## config.mk

```make
export PLATFORM = sky130hd
export DESIGN_NAME = button_debounce_fsm
export DESIGN_NICKNAME = d
export VERILOG_FILES = /design/src/rtl/button_debounce_fsm.sv
export SDC_FILE = /design/constraint.sdc
export NUM_CORES = 1
export LEC_CHECK = 0
export ABC_CLOCK_PERIOD_IN_PS = 2400
export CAP_MARGIN = 15
export CORE_AREA = 2 2 39 41
export CTS_CLUSTER_SIZE = 16
export DETAILED_ROUTE_END_ITERATION = 16
export DIE_AREA = 0 0 41 43
export GPL_TIMING_DRIVEN = 0
export SYNTH_ARGS = -nofsm -noshare
export SYNTH_HDL_FRONTEND = slang
export SYNTH_SLANG_ARGS = --single-unit
```

## constraint.sdc

```tcl
create_clock -name clk -period 2.4 [get_ports clk]
set_input_delay 0.24 -clock clk [delete_from_list [all_inputs] [get_ports clk]]
set_output_delay 0.24 -clock clk [all_outputs]
set_load 0.01 [all_outputs]
```

## src/rtl/button_debounce_fsm.sv

```systemverilog
// Button debouncer: two-flop synchroniser plus a 4-state qualification FSM paced by timer ticks.
// Optional DEBOUNCE_LONG_PRESS_EN adds a long_press strobe after LONG_TICKS ticks of stable high.
module button_debounce_fsm #(
   parameter int STABLE_TICKS = 4,
   parameter int LONG_TICKS   = 64
) (
   input  logic clk,
   input  logic reset,
   input  logic btn_raw,
   input  logic tick,
   output logic timer_en,
   output logic btn_level,
   output logic rise,
   output logic fall
`ifdef DEBOUNCE_LONG_PRESS_EN
   ,
   output logic long_press
`endif
);

   localparam int CW = $clog2(STABLE_TICKS + 1);
   localparam logic [CW-1:0] LAST_TICK = CW'(STABLE_TICKS - 1);

   typedef enum logic [1:0] {
      S_LOW       = 2'd0,
      S_WAIT_HIGH = 2'd1,
      S_HIGH      = 2'd2,
      S_WAIT_LOW  = 2'd3
   } state_t;

   state_t          state_q, state_d;
   logic [CW-1:0]   cnt_q, cnt_d;
   logic [1:0]      sync_q;
   logic            btn_s;
   logic            rise_q, rise_d;
   logic            fall_q, fall_d;

   assign btn_s = sync_q[1];

   // NOTE: sequential state uses non-blocking assignments so every flop samples pre-edge values.
   always_ff @(posedge clk or posedge reset) begin
      if (reset) begin
         sync_q  <= 2'b00;
         state_q <= S_LOW;
         cnt_q   <= '0;
         rise_q  <= 1'b0;
         fall_q  <= 1'b0;
      end else begin
         sync_q  <= {sync_q[0], btn_raw};
         state_q <= state_d;
         cnt_q   <= cnt_d;
         rise_q  <= rise_d;
         fall_q  <= fall_d;
      end
   end

   // NOTE: every always_comb output gets a default first so no latch is inferred.
   always_comb begin
      state_d = state_q;
      cnt_d   = cnt_q;
      rise_d  = 1'b0;
      fall_d  = 1'b0;
      case (state_q)
         S_LOW: begin
            if (btn_s) begin
               state_d = S_WAIT_HIGH;
               cnt_d   = '0;
            end
         end
         S_WAIT_HIGH: begin
            // A bounce wins over a tick arriving in the same cycle.
            if (!btn_s) begin
               state_d = S_LOW;
               cnt_d   = '0;
            end else if (tick) begin
               if (cnt_q == LAST_TICK) begin
                  state_d = S_HIGH;
                  rise_d  = 1'b1;
               end else begin
                  cnt_d = cnt_q + 1'b1;
               end
            end
         end
         S_HIGH: begin
            if (!btn_s) begin
               state_d = S_WAIT_LOW;
               cnt_d   = '0;
            end
         end
         S_WAIT_LOW: begin
            if (btn_s) begin
               state_d = S_HIGH;
               cnt_d   = '0;
            end else if (tick) begin
               if (cnt_q == LAST_TICK) begin
                  state_d = S_LOW;
                  fall_d  = 1'b1;
               end else begin
                  cnt_d = cnt_q + 1'b1;
               end
            end
         end
         default: begin
            state_d = S_LOW;
            cnt_d   = '0;
         end
      endcase
   end

   assign btn_level = (state_q == S_HIGH) || (state_q == S_WAIT_LOW);
   assign rise      = rise_q;
   assign fall      = fall_q;

`ifdef DEBOUNCE_LONG_PRESS_EN
   localparam int LW = $clog2(LONG_TICKS + 1);
   localparam logic [LW-1:0] LONG_MAX = LW'(LONG_TICKS);

   logic [LW-1:0] long_cnt_q, long_cnt_d;
   logic          long_q, long_d;

   always_ff @(posedge clk or posedge reset) begin
      if (reset) begin
         long_cnt_q <= '0;
         long_q     <= 1'b0;
      end else begin
         long_cnt_q <= long_cnt_d;
         long_q     <= long_d;
      end
   end

   // Frozen in S_WAIT_LOW, saturates at LONG_MAX so the strobe never repeats.
   always_comb begin
      long_cnt_d = long_cnt_q;
      long_d     = 1'b0;
      if (state_d == S_LOW) begin
         long_cnt_d = '0;
      end else if ((state_q == S_HIGH) && tick && (long_cnt_q != LONG_MAX)) begin
         long_cnt_d = long_cnt_q + 1'b1;
         long_d     = (long_cnt_d == LONG_MAX);
      end
   end

   assign long_press = long_q;
   assign timer_en   = (state_q != S_LOW);
`else
   assign timer_en   = (state_q == S_WAIT_HIGH) || (state_q == S_WAIT_LOW);
`endif

endmodule

```

---- Word-level counts from Yosys, hierarchy flattened ----
Cells that the tools add are included.
storage, ports and cells
  output and inout bits ................... 4
  logic and storage cells ................. 43
  flip-flop bits (word level) ............. 9
cells by class
  reduce and logical (&&, ||, !) cells .... 5
  mux-type cells .......................... 22
  add/subtract/negate cells ............... 1
  equality and inequality tests ........... 10
operators with widths
  operator                                                                count
  3-bit 2-to-1 mux                                                        6
  2-bit 2-to-1 mux                                                        8
  3-bit != test (second input constant)                                   4
  3-bit case mux with 4 select lines                                      1
  2-bit case mux with 4 select lines                                      1
  1-bit 2-to-1 mux                                                        6
  6-bit AND reduction                                                     1
  2-bit equality test (second input constant)                             2
  2-bit != test (second input constant)                                   2
  3-bit by 1-bit adder with 3-bit output (second input constant)          1
  3-bit by 2-bit equality test with 1-bit output (second input constant)  1
  2-bit by 1-bit equality test with 1-bit output (second input constant)  1
  2-bit zero test                                                         1
  1-bit logical OR                                                        2
  2-bit AND reduction                                                     1

---- Logic depth before layout (Yosys ltp) ----
  depth in word-level cells ............... 5
  depth in mapped cells ................... 4
  mapped depth without buffers ............ 4

---- Least setup slack after synthesis ----
No wires, ideal clock.
  path type ............................... register to output
  from .................................... register (tool-made name)
  to ...................................... output btn_level
  path slack .............................. 1,146 ps
  arrival ................................. 1,014 ps
  cell stages (with the launch flop) ...... 2
  path through ............................ dfrtp_1 > dlygate4sd3_1
RTL lines
  what           line  RTL
  end, declared  12    output logic btn_level,

==> results.tsv <==
metric	value	unit
Clk Latency, worst-skew pair	0.26	ns
largest family of logic cells by synthesized area	simple AND/OR/NAND/NOR gates	
# fillers	150	
CP max stage cell	dlygate4sd3_1	
worst setup margin	0.388	ns
CP top delay family	buffers and inverters	
Tmin final	2.01	ns
Syn Std Cell Area	417	µm²
WP depth	2	
Die ar.	1760	µm²
largest net degree at the start of global routing	10	
unrepaired setup endpoints after global routing	no	
via/cell ratio	4.60	
placed instance count	59	
post-synthesis async set-or-reset flop share	100	%
CP Buf/Inv Count	2	
worst reg2reg startpoint	cnt_q[0]$_DFFE_PP0P_	
Final HPWL DP	467	µm
port bufs	7	
Yosys cell types	25	
Crit Path Category	reg -> out	
syn nets	41	
Reg area	225	µm²
DRT Pass-1 Iters	3	
gate count of the mapped netlist	36	
Slew HR	75.6	%
Antenna diodes	0	
CTS sink cnt	9	
Min-Delay Path Class	in -> async	
Inserted Clock Buffers	3	
Arr. time, crit path	1.77	ns
Synth top area share	54.1	%
Cell Chain, Critical Path	dlygate4sd3_1, clkdlybuf4s50_1	
overall routing resource usage	9.62	%
leakage power	0.235	nW
Final Wtd Congestion	0.628	
Setup WS pre-CTS	0.650	ns
post-route cell area	533	µm²
area of the multi-input gates	174	µm²
Pwr Total	0.475	mW
crit-path max cell delay	0.57	ns
clock root cell	clkbuf_4	
skew final	0.00932	ns
final hold slack	0.232	ns
# Max-Cap Violations	0	
average size of a mapped cell	11.6	µm²
Synth Area in Adders	3.00	%
CTS tree	done	
Residual DRC	0	
count leader, synth	dfrtp_1	
main flop type after synthesis	dfrtp_1	
Reg clk slew, reported paths	0.06	ns
Seq/Total Area, Yosys	54.1	%
period utilization	83.8	%
die width	41	µm
PD cells	891	nW/µm²
complex-gate fraction of the synthesized area	9.01	%
Core Area	1380	µm²
setup_tns	0	ns
Worst Reg-to-Reg Cells	3	
post-synthesis register bit count	9	
Setup Buffers After CTS	0	
final core utilization	38.5	%
Final Non-Filler Cells	63	
status	completed	
hold_buf cts	0	
Area Growth Syn to Fin	27.9	%
synth top area cells	dfrtp_1 (54%), nor3b_1 (3.6%), ha_1 (3.0%)	
Slew Limit Fails	0	
vias in the first global route	272	
Area after DPL	507	µm²
remaining antenna violation count	0	
final wirelength	635	µm
largest fanout on the critical path	6	
layout cell share with drive strength beyond 1	10.6	%
Worst setup EP type	output port	
Worst-Margin Slew	0.363	ns
global-route wire length before repair	1080	µm
Synth Area in XOR/XNOR	4.20	%
mux share of post-synthesis cell area	5.11	%
htree depth	1	
Synth area leader	dfrtp_1	
num ports	8	
Post-Synth Simple-Gate Area	20.4	%
initial antenna violation count	0	
Post-CTS Resized	0	
synth cell count leaders	dfrtp_1 (9), nand2_1 (2), nor2b_1 (2), nor3b_1 (2)	
# rows	14	
Setup violations, final	0	
Startpoint Class	flip-flop	
Vias	290	
Final #Nets	53	
Die Span Y	43	µm
Overflow after GRT	0	
Post-synth EDFFs	0	
Final Hold Viols	0	
Starting Density	30.1	%
YS warnings	0	
CTS Buffer Depth	2	
drt initial violations	4	
routed length per placed instance	10.1	µm
peak supply drop	244	µV
CP required	2.16	ns
fmax	0.497	GHz
==> final timing paths <==
kind | to | slack (ns)
setup reg to reg | flip-flop | 1.09
min in group clk | sync_q[1]$_DFF_PP0_ | 0.35
setup / recovery | btn_level | 0.39
hold reg to reg | sync_q[1]$_DFF_PP0_ | 0.35
max in group asynchronous | asynchronous set/reset pin | 1.91
hold / removal | state_q[0]$_DFFE_PP0P_ | 0.23
==> power by group <==
group	switching [mW]	internal, mW
clock	0.0513	0.0639
combinational	0.0574	0.0849
sequential	0.0381	0.179
==> placed cells by master (no fill, tap or decap), types with 2 or more instances in the layout <==
cell	n
nor3b_1	2
clkbuf_1	2
clkdlybuf4s50_1	7
nor2b_1	2
clkbuf_4	3
nand2_1	2
dfrtp_1	9
==> routing by layer <==
metal	global-route usage (%)	part of all wire (%)	vias to the layer above	wire (µm)
li1	-	-	150	-
met3	3.14	3.8	2	24
met2	12.5	46	4	290
met4	8.00	0.94	0	6
met5	0	0	-	0
met1	12.2	49	134	314
==> kinds of logic (layout without fill, tap and decap cells) <==
logic type,after synthesis,after routing
flip-flops,9,9
AND/OR/NAND/NOR,14,14
buffers and inverters,3,14
XOR/XNOR,2,2
AO/OA/AOI/OAI,5,5
adder cells (fa/ha/maj),1,1
multiplexers,2,2
==> layout make-up <==
type | instances | area share (%)
Clock buffer | 4 | 4.93
Tap cell | 16 | 3.76
Multi-Input combinational cell | 24 | 32.6
Sequential cell | 9 | 42.3
Timing Repair Buffer | 7 | 13.1
Buffer | 2 | 2.58
Inverter | 1 | 0.704
(Power assumes the default switching activity.)
==> RTL edit 1: new RTL, same settings <==
Set the parameter `STABLE_TICKS` to 8 (it was 4).
--- a/src/rtl/button_debounce_fsm.sv
+++ b/src/rtl/button_debounce_fsm.sv
@@ -3,3 +3,3 @@
 module button_debounce_fsm #(
-   parameter int STABLE_TICKS = 4,
+   parameter int STABLE_TICKS = 8,
    parameter int LONG_TICKS   = 64
Check against the original RTL: not equivalent (a bounded check fails within 10 cycles, from zero or initial values and one cycle with reset high).
==> RTL edit 1 against the original RTL <==
Die area unchanged. Design area increased by 15%. Critical path depth is the same. Synthesized cell count rose by 31%. Count of clock-buffer cells in the layout is 1 lower. First-iteration DRC count grew 130%. Routed wire length is 55% higher. Sequential cell count increased by 1. Non-clock buffer count up 1. Area after synthesis increased by 21%. Worst setup slack better by 0.41 ns. Sequential share of layout area down 1.6 points.
Power is not compared: it rests on default switching activity, and its combinational part moved more than twofold at a synthesized area within 25%.
==> RTL edit 1: results (changes against the original RTL) <==
Fin nets -> 64 (was 53)
Largest net degree at the start of global routing -> 11 (was 10)
Avg Cell Area, Syn -> 10.7 µm² (was 11.6 µm²)
Seq/Total Area, Yosys -> 49.8% (was 54.1%)
Synth unique cells -> 25 (unchanged)
Worst IR Drop VDD -> 0.000244 V
Hold crit path type -> input port to asynchronous set/reset pin (unchanged)
Pre-CTS WS -> 0.821 ns (was 0.650 ns)
Final hold violations -> 0 (unchanged)
Crit Path Max Fanout -> 6 (unchanged)
CTS buffer count -> 3 (unchanged)
# port buffers -> 7 (unchanged)
Vias in the first global route -> 355 (was 272)
Layout cells sized above 1 -> 15.8% (was 10.6%)
Final GP Congestion -> 0.729 (was 0.628)
Post_cts resized -> 0 (unchanged)
Sw Share -> 23.3%
Clock Tree Root -> clkbuf_4 (unchanged)
Top FF cell, synth -> dfrtp_1 (unchanged)
Initial DRT Pass Iterations -> 4 (was 3)
Clock-pin slew on the worst setup and hold paths -> 0.06 ns (about the same)
Met2 wire len -> 528 µm (was 290 µm)
Biggest regs -> cnt_q: 4 flops, sync_q: 2 flops
Met3 usage -> 3.14% (unchanged)
Post-synth top cells -> dfrtp_1, nand2_1, nand4_1 (was dfrtp_1, nand2_1, nor2b_1, nor3b_1)
Status -> completed (unchanged)
Asr flop ratio synth -> 100% (unchanged)
Max Used Layer -> met3 (was met4)
Clk Latency, worst-skew pair -> 0.26 ns (about the same)
Metal3 WL -> 39 µm (was 24 µm)
Cell taking the most area after synthesis -> dfrtp_1 (unchanged)
Vias per inst -> 5.49 (was 4.60)
Post-CTS setup buffers -> 0 (unchanged)
Post-layout util -> 44.5% (was 38.5%)
Largest cells by area after synthesis -> dfrtp_1, nand4_1, nand2_1 (was dfrtp_1, nor3b_1, ha_1)
Gr ovfl total -> 0 (unchanged)
Synth Net Count -> 52 (was 41)
Pleak -> 0.268 nW
M2 GR Usage -> 19.1% (was 12.5%)
Placed cell areas -> 593 µm² (was 507 µm²)
Worst-Margin Slew -> 0.402 ns (was 0.363 ns)
YS warnings -> 0 (unchanged)
Clock skew -> 0.00164 ns (was 0.00932 ns)
Global routing usage on met1 -> 17.6% (was 12.2%)
Post-detail-place hpwl -> 705 µm (was 467 µm)
Placed Cells -> 70 (was 59)
Final wirelength -> 986 µm (was 635 µm)
First-pass GRT wire length -> 1570 µm (was 1080 µm)
Diode count -> 0 (unchanged)
Initial antenna violation count -> 0 (unchanged)
Clock Tree Buf Depth -> 2 (unchanged)
CP required -> 2.16 ns (about the same)
Layout fillers -> 135 (was 150)
Wl on met1 -> 418 µm (was 314 µm)
DR iter-0 viols -> 9 (was 4)
WL/cell -> 13.5 µm (was 10.1 µm)
GRT Overall Usage -> 13.7% (was 9.62%)
-- RTL edit 1: power groups by stage --
stage | Combinational [mW] | Clock, mW | Sequential [mW]
5_1_grt | 0.0303 | 0.129 | 0.178
3_3_place_gp | 0.0269 | 0 | 0.181
4_1_cts | 0.0274 | 0.119 | 0.178
3_5_place_dp | 0.0273 | 0 | 0.181
6_report | 0.0273 | 0.112 | 0.178
2_1_floorplan | 0.0159 | 0 | 0.180
-- RTL edit 1: area by class of cell --
class / instances / share of cell area (%)
tap: 16 / 3.25
timing repair buffer: 7 / 11.4
inverter: 1 / 0.610
buffer: 3 / 2.03
multi-input combinational: 33 / 38.4
sequential: 10 / 40.7
clock buffer: 3 / 3.66
-- RTL edit 1: path summary, 6_finish.rpt --
| check | startpoint | end | slack, ns | cells past startpoint |
|---|---|---|---|---|
| setup reg to reg | cnt_q[0]$_DFFE_PP0P_ | flip-flop | 0.99 | 4 |
| hold reg to reg | sync_q[0]$_DFF_PP0_ | sync_q[1]$_DFF_PP0_ | 0.35 | 0 |
| setup / recovery | flip-flop | btn_level | 0.80 | 2 |
| hold / removal | reset | cnt_q[2]$_DFFE_PP0P_ | 0.26 | 2 |
| min in group clk | sync_q[0]$_DFF_PP0_ | sync_q[1]$_DFF_PP0_ | 0.35 | 0 |
| max in group asynchronous | reset | sync_q[1]$_DFF_PP0_ | 1.85 | 2 |
-- RTL edit 1: kinds of logic after synthesis --
logic type	after synthesis	synth area share, %
multiplexers	2	4.23
flip-flops	10	49.8
AND/OR/NAND/NOR	21	24.6
buffers and inverters	4	3.23
AO/OA/AOI/OAI	7	10.7
XOR/XNOR	2	4.98
adder cells (fa/ha/maj)	1	2.49
-- RTL edit 1: critical path, stage by stage (launching register included) --
cell and delay [ns]:
dfrtp_1 0.47, clkbuf_1 0.12, clkdlybuf4s50_1 0.52
==> RTL edit 2: new RTL, config.mk and constraints unchanged <==
Without the edit above. The output `fall` loses its register stage (`fall_q` becomes a continuous assignment).
--- a/src/rtl/button_debounce_fsm.sv
+++ b/src/rtl/button_debounce_fsm.sv
@@ -46,3 +46,2 @@
          rise_q  <= 1'b0;
-         fall_q  <= 1'b0;
       end else begin
@@ -52,5 +51,6 @@
          rise_q  <= rise_d;
-         fall_q  <= fall_d;
       end
    end
+
+   assign fall_q = fall_d;
 
Formal check against the unedited RTL: same outputs for any inputs over 10 cycles, from zero or initial values and one cycle with reset high; that may be too few to reach the edited logic, so the function may still have changed.
==> RTL edit 2 against the original RTL <==
Sequential share of layout area increased by 0.074 points. Worst setup slack lost 0.037 ns. Fmax down 1.8%. Design area down 11%. Area after synthesis shrank 14%. Sequential cell count is 1 lower. Routed wire length fell by 13%.
Power is not compared: it rests on default switching activity, and its combinational part moved more than twofold at a synthesized area within 25%.
==> RTL edit 2: results (changes against the original RTL) <==
Status -> completed (unchanged)
Post-detail-place hpwl -> 406 µm (was 467 µm)
Seq/Total Area, Yosys -> 55.6% (was 54.1%)
Total DRC errors in the routed layout -> 0 (unchanged)
Post-synth top cells -> dfrtp_1, nand2_1 (was dfrtp_1, nand2_1, nor2b_1, nor3b_1)
Worst IR Drop VDD -> 0.000286 V
Largest net degree at the start of global routing -> 9 (was 10)
Clock Tree Root -> clkbuf_4 (unchanged)
Fin nets -> 49 (was 53)
Slew Limit Headroom -> 73.8% (was 75.6%)
Initial antenna violation count -> 0 (unchanged)
Clock-pin slew on the worst setup and hold paths -> 0.05 ns
First-pass GRT wire length -> 979 µm (was 1080 µm)
Met3 usage -> 2.09% (was 3.14%)
Synth unique cells -> 17 (was 25)
M2 GR Usage -> 10.0% (was 12.5%)
Clock skew -> 0.00455 ns (was 0.00932 ns)
Pleak -> 0.213 nW
DRT antenna net count -> 0 (unchanged)
Startpoint Class -> flip-flop (unchanged)
Crit Path Max Fanout -> 4 (was 6)
# port buffers -> 7 (unchanged)
Post_cts resized -> 0 (unchanged)
Asr flop ratio synth -> 100% (unchanged)
Vias in the first global route -> 224 (was 272)
Diode count -> 0 (unchanged)
CTS buffer count -> 3 (unchanged)
Critical path arrival -> 1.81 ns (was 1.77 ns)
GRT Overall Usage -> 8.74% (was 9.62%)
Reg-to-Reg Start -> cnt_q[0]$_DFFE_PP0P_ (unchanged)
Global routing usage on met1 -> 11.7% (was 12.2%)
Synth Net Count -> 37 (was 41)
Hold crit path type -> input port to asynchronous set/reset pin (unchanged)
DR iter-0 viols -> 7 (was 4)
Int Power -> 0.233 mW
Top FF cell, synth -> dfrtp_1 (unchanged)
Clock Tree Buf Depth -> 2 (unchanged)
Final GP Congestion -> 0.772 (was 0.628)
Initial DRT Pass Iterations -> 6 (was 3)
H-tree lvl count -> 1 (unchanged)
Clk Latency, worst-skew pair -> 0.25 ns
Vias per inst -> 4.47 (was 4.60)
WL/cell -> 9.50 µm (was 10.1 µm)
Largest cells by area after synthesis -> dfrtp_1, xor2_1, nand2_1 (was dfrtp_1, nor3b_1, ha_1)
YS warnings -> 0 (unchanged)
Layout cells sized above 1 -> 11.9% (was 10.6%)
Post-CTS setup buffers -> 0 (unchanged)
==> RTL edit 2: cell count changes in the layout (fill, tap and decap cells not counted), sizes merged, moves of 2 or more <==
cell   unedited run  this run
nand2             2         4
nor2b             2         0
o22ai             0         2
o21ai             0         2
==> RTL edit 2: logic make-up (layout without fill, tap and decap cells) <==
family,after synthesis,in the layout,synth area share [%]
xor gates and xnor gates,3,3,7.29
DFF,8,8,55.6
and+or+nand+nor,10,10,16.0
AOI/OAI and AO/OA,4,4,6.25
adders and majority gates,1,1,3.47
buffers and inverters,4,14,5.56
muxes,2,2,5.90
==> RTL edit 2: worst paths after layout <==
| check | end | slack, ns | cells past startpoint |
|---|---|---|---|
| min in group clk | sync_q[1]$_DFF_PP0_ | 0.34 | 0 |
| max in group asynchronous | rise$_DFF_PP0_ | 1.93 | 2 |
| min | state_q[0]$_DFFE_PP0P_ | 0.24 | 2 |
| max reg2reg | cnt_q[1]$_DFFE_PP0P_ | 1.01 | 5 |
| min reg2reg | sync_q[1]$_DFF_PP0_ | 0.34 | 0 |
| max | fall | 0.35 | 4 |
==> RTL edit 2: area by class of cell <==
cell class	instances	area [µm²]
fillers	135	911
repair buffers	7	70.1
well taps	16	20.0
inverters	2	7.51
flip-flops and latches	8	200
clock buffers	3	22.5
multi-input cells	20	140
plain buffers	2	12.5
==> RTL edit 2: metrics by stage <==
stage          worst slack (ns)  cells  hold WS (ns)  total power [mW]  area [µm²]
3_5_place_dp              0.449     55         0.335             0.213         450
2_1_floorplan              1.12     32        0.0557             0.191         360
3_3_place_gp              0.411     55         0.334             0.212         450
5_1_grt                   0.226     58         0.274             0.330         473
6_report                  0.351     58         0.236             0.310         473
4_1_cts                   0.317     58         0.236             0.317         473
==> RTL edit 2: power groups by stage <==
stage / combinational [mW] / clock (mW) / sequential (mW)
3_5_place_dp: 0.0525 / 0 / 0.160
4_1_cts: 0.0530 / 0.106 / 0.158
6_report: 0.0523 / 0.0993 / 0.158
3_3_place_gp: 0.0517 / 0 / 0.161
2_1_floorplan: 0.0336 / 0 / 0.158
5_1_grt: 0.0584 / 0.112 / 0.160
==> RTL edit 2: worst max-delay path, cell delays in order, from the launching register on <==
cell and delay [ns]:
dfrtp_1 0.38, ha_1 0.20, nand4b_1 0.19, nor3b_1 0.22, clkdlybuf4s50_1 0.57
==> RTL edit 2: metal layers <==
metal / wire, µm / part of all wire, %
met5: 0 / 0
met4: 0 / 0
met3: 28 / 5.1
met2: 269 / 49
met1: 253 / 46
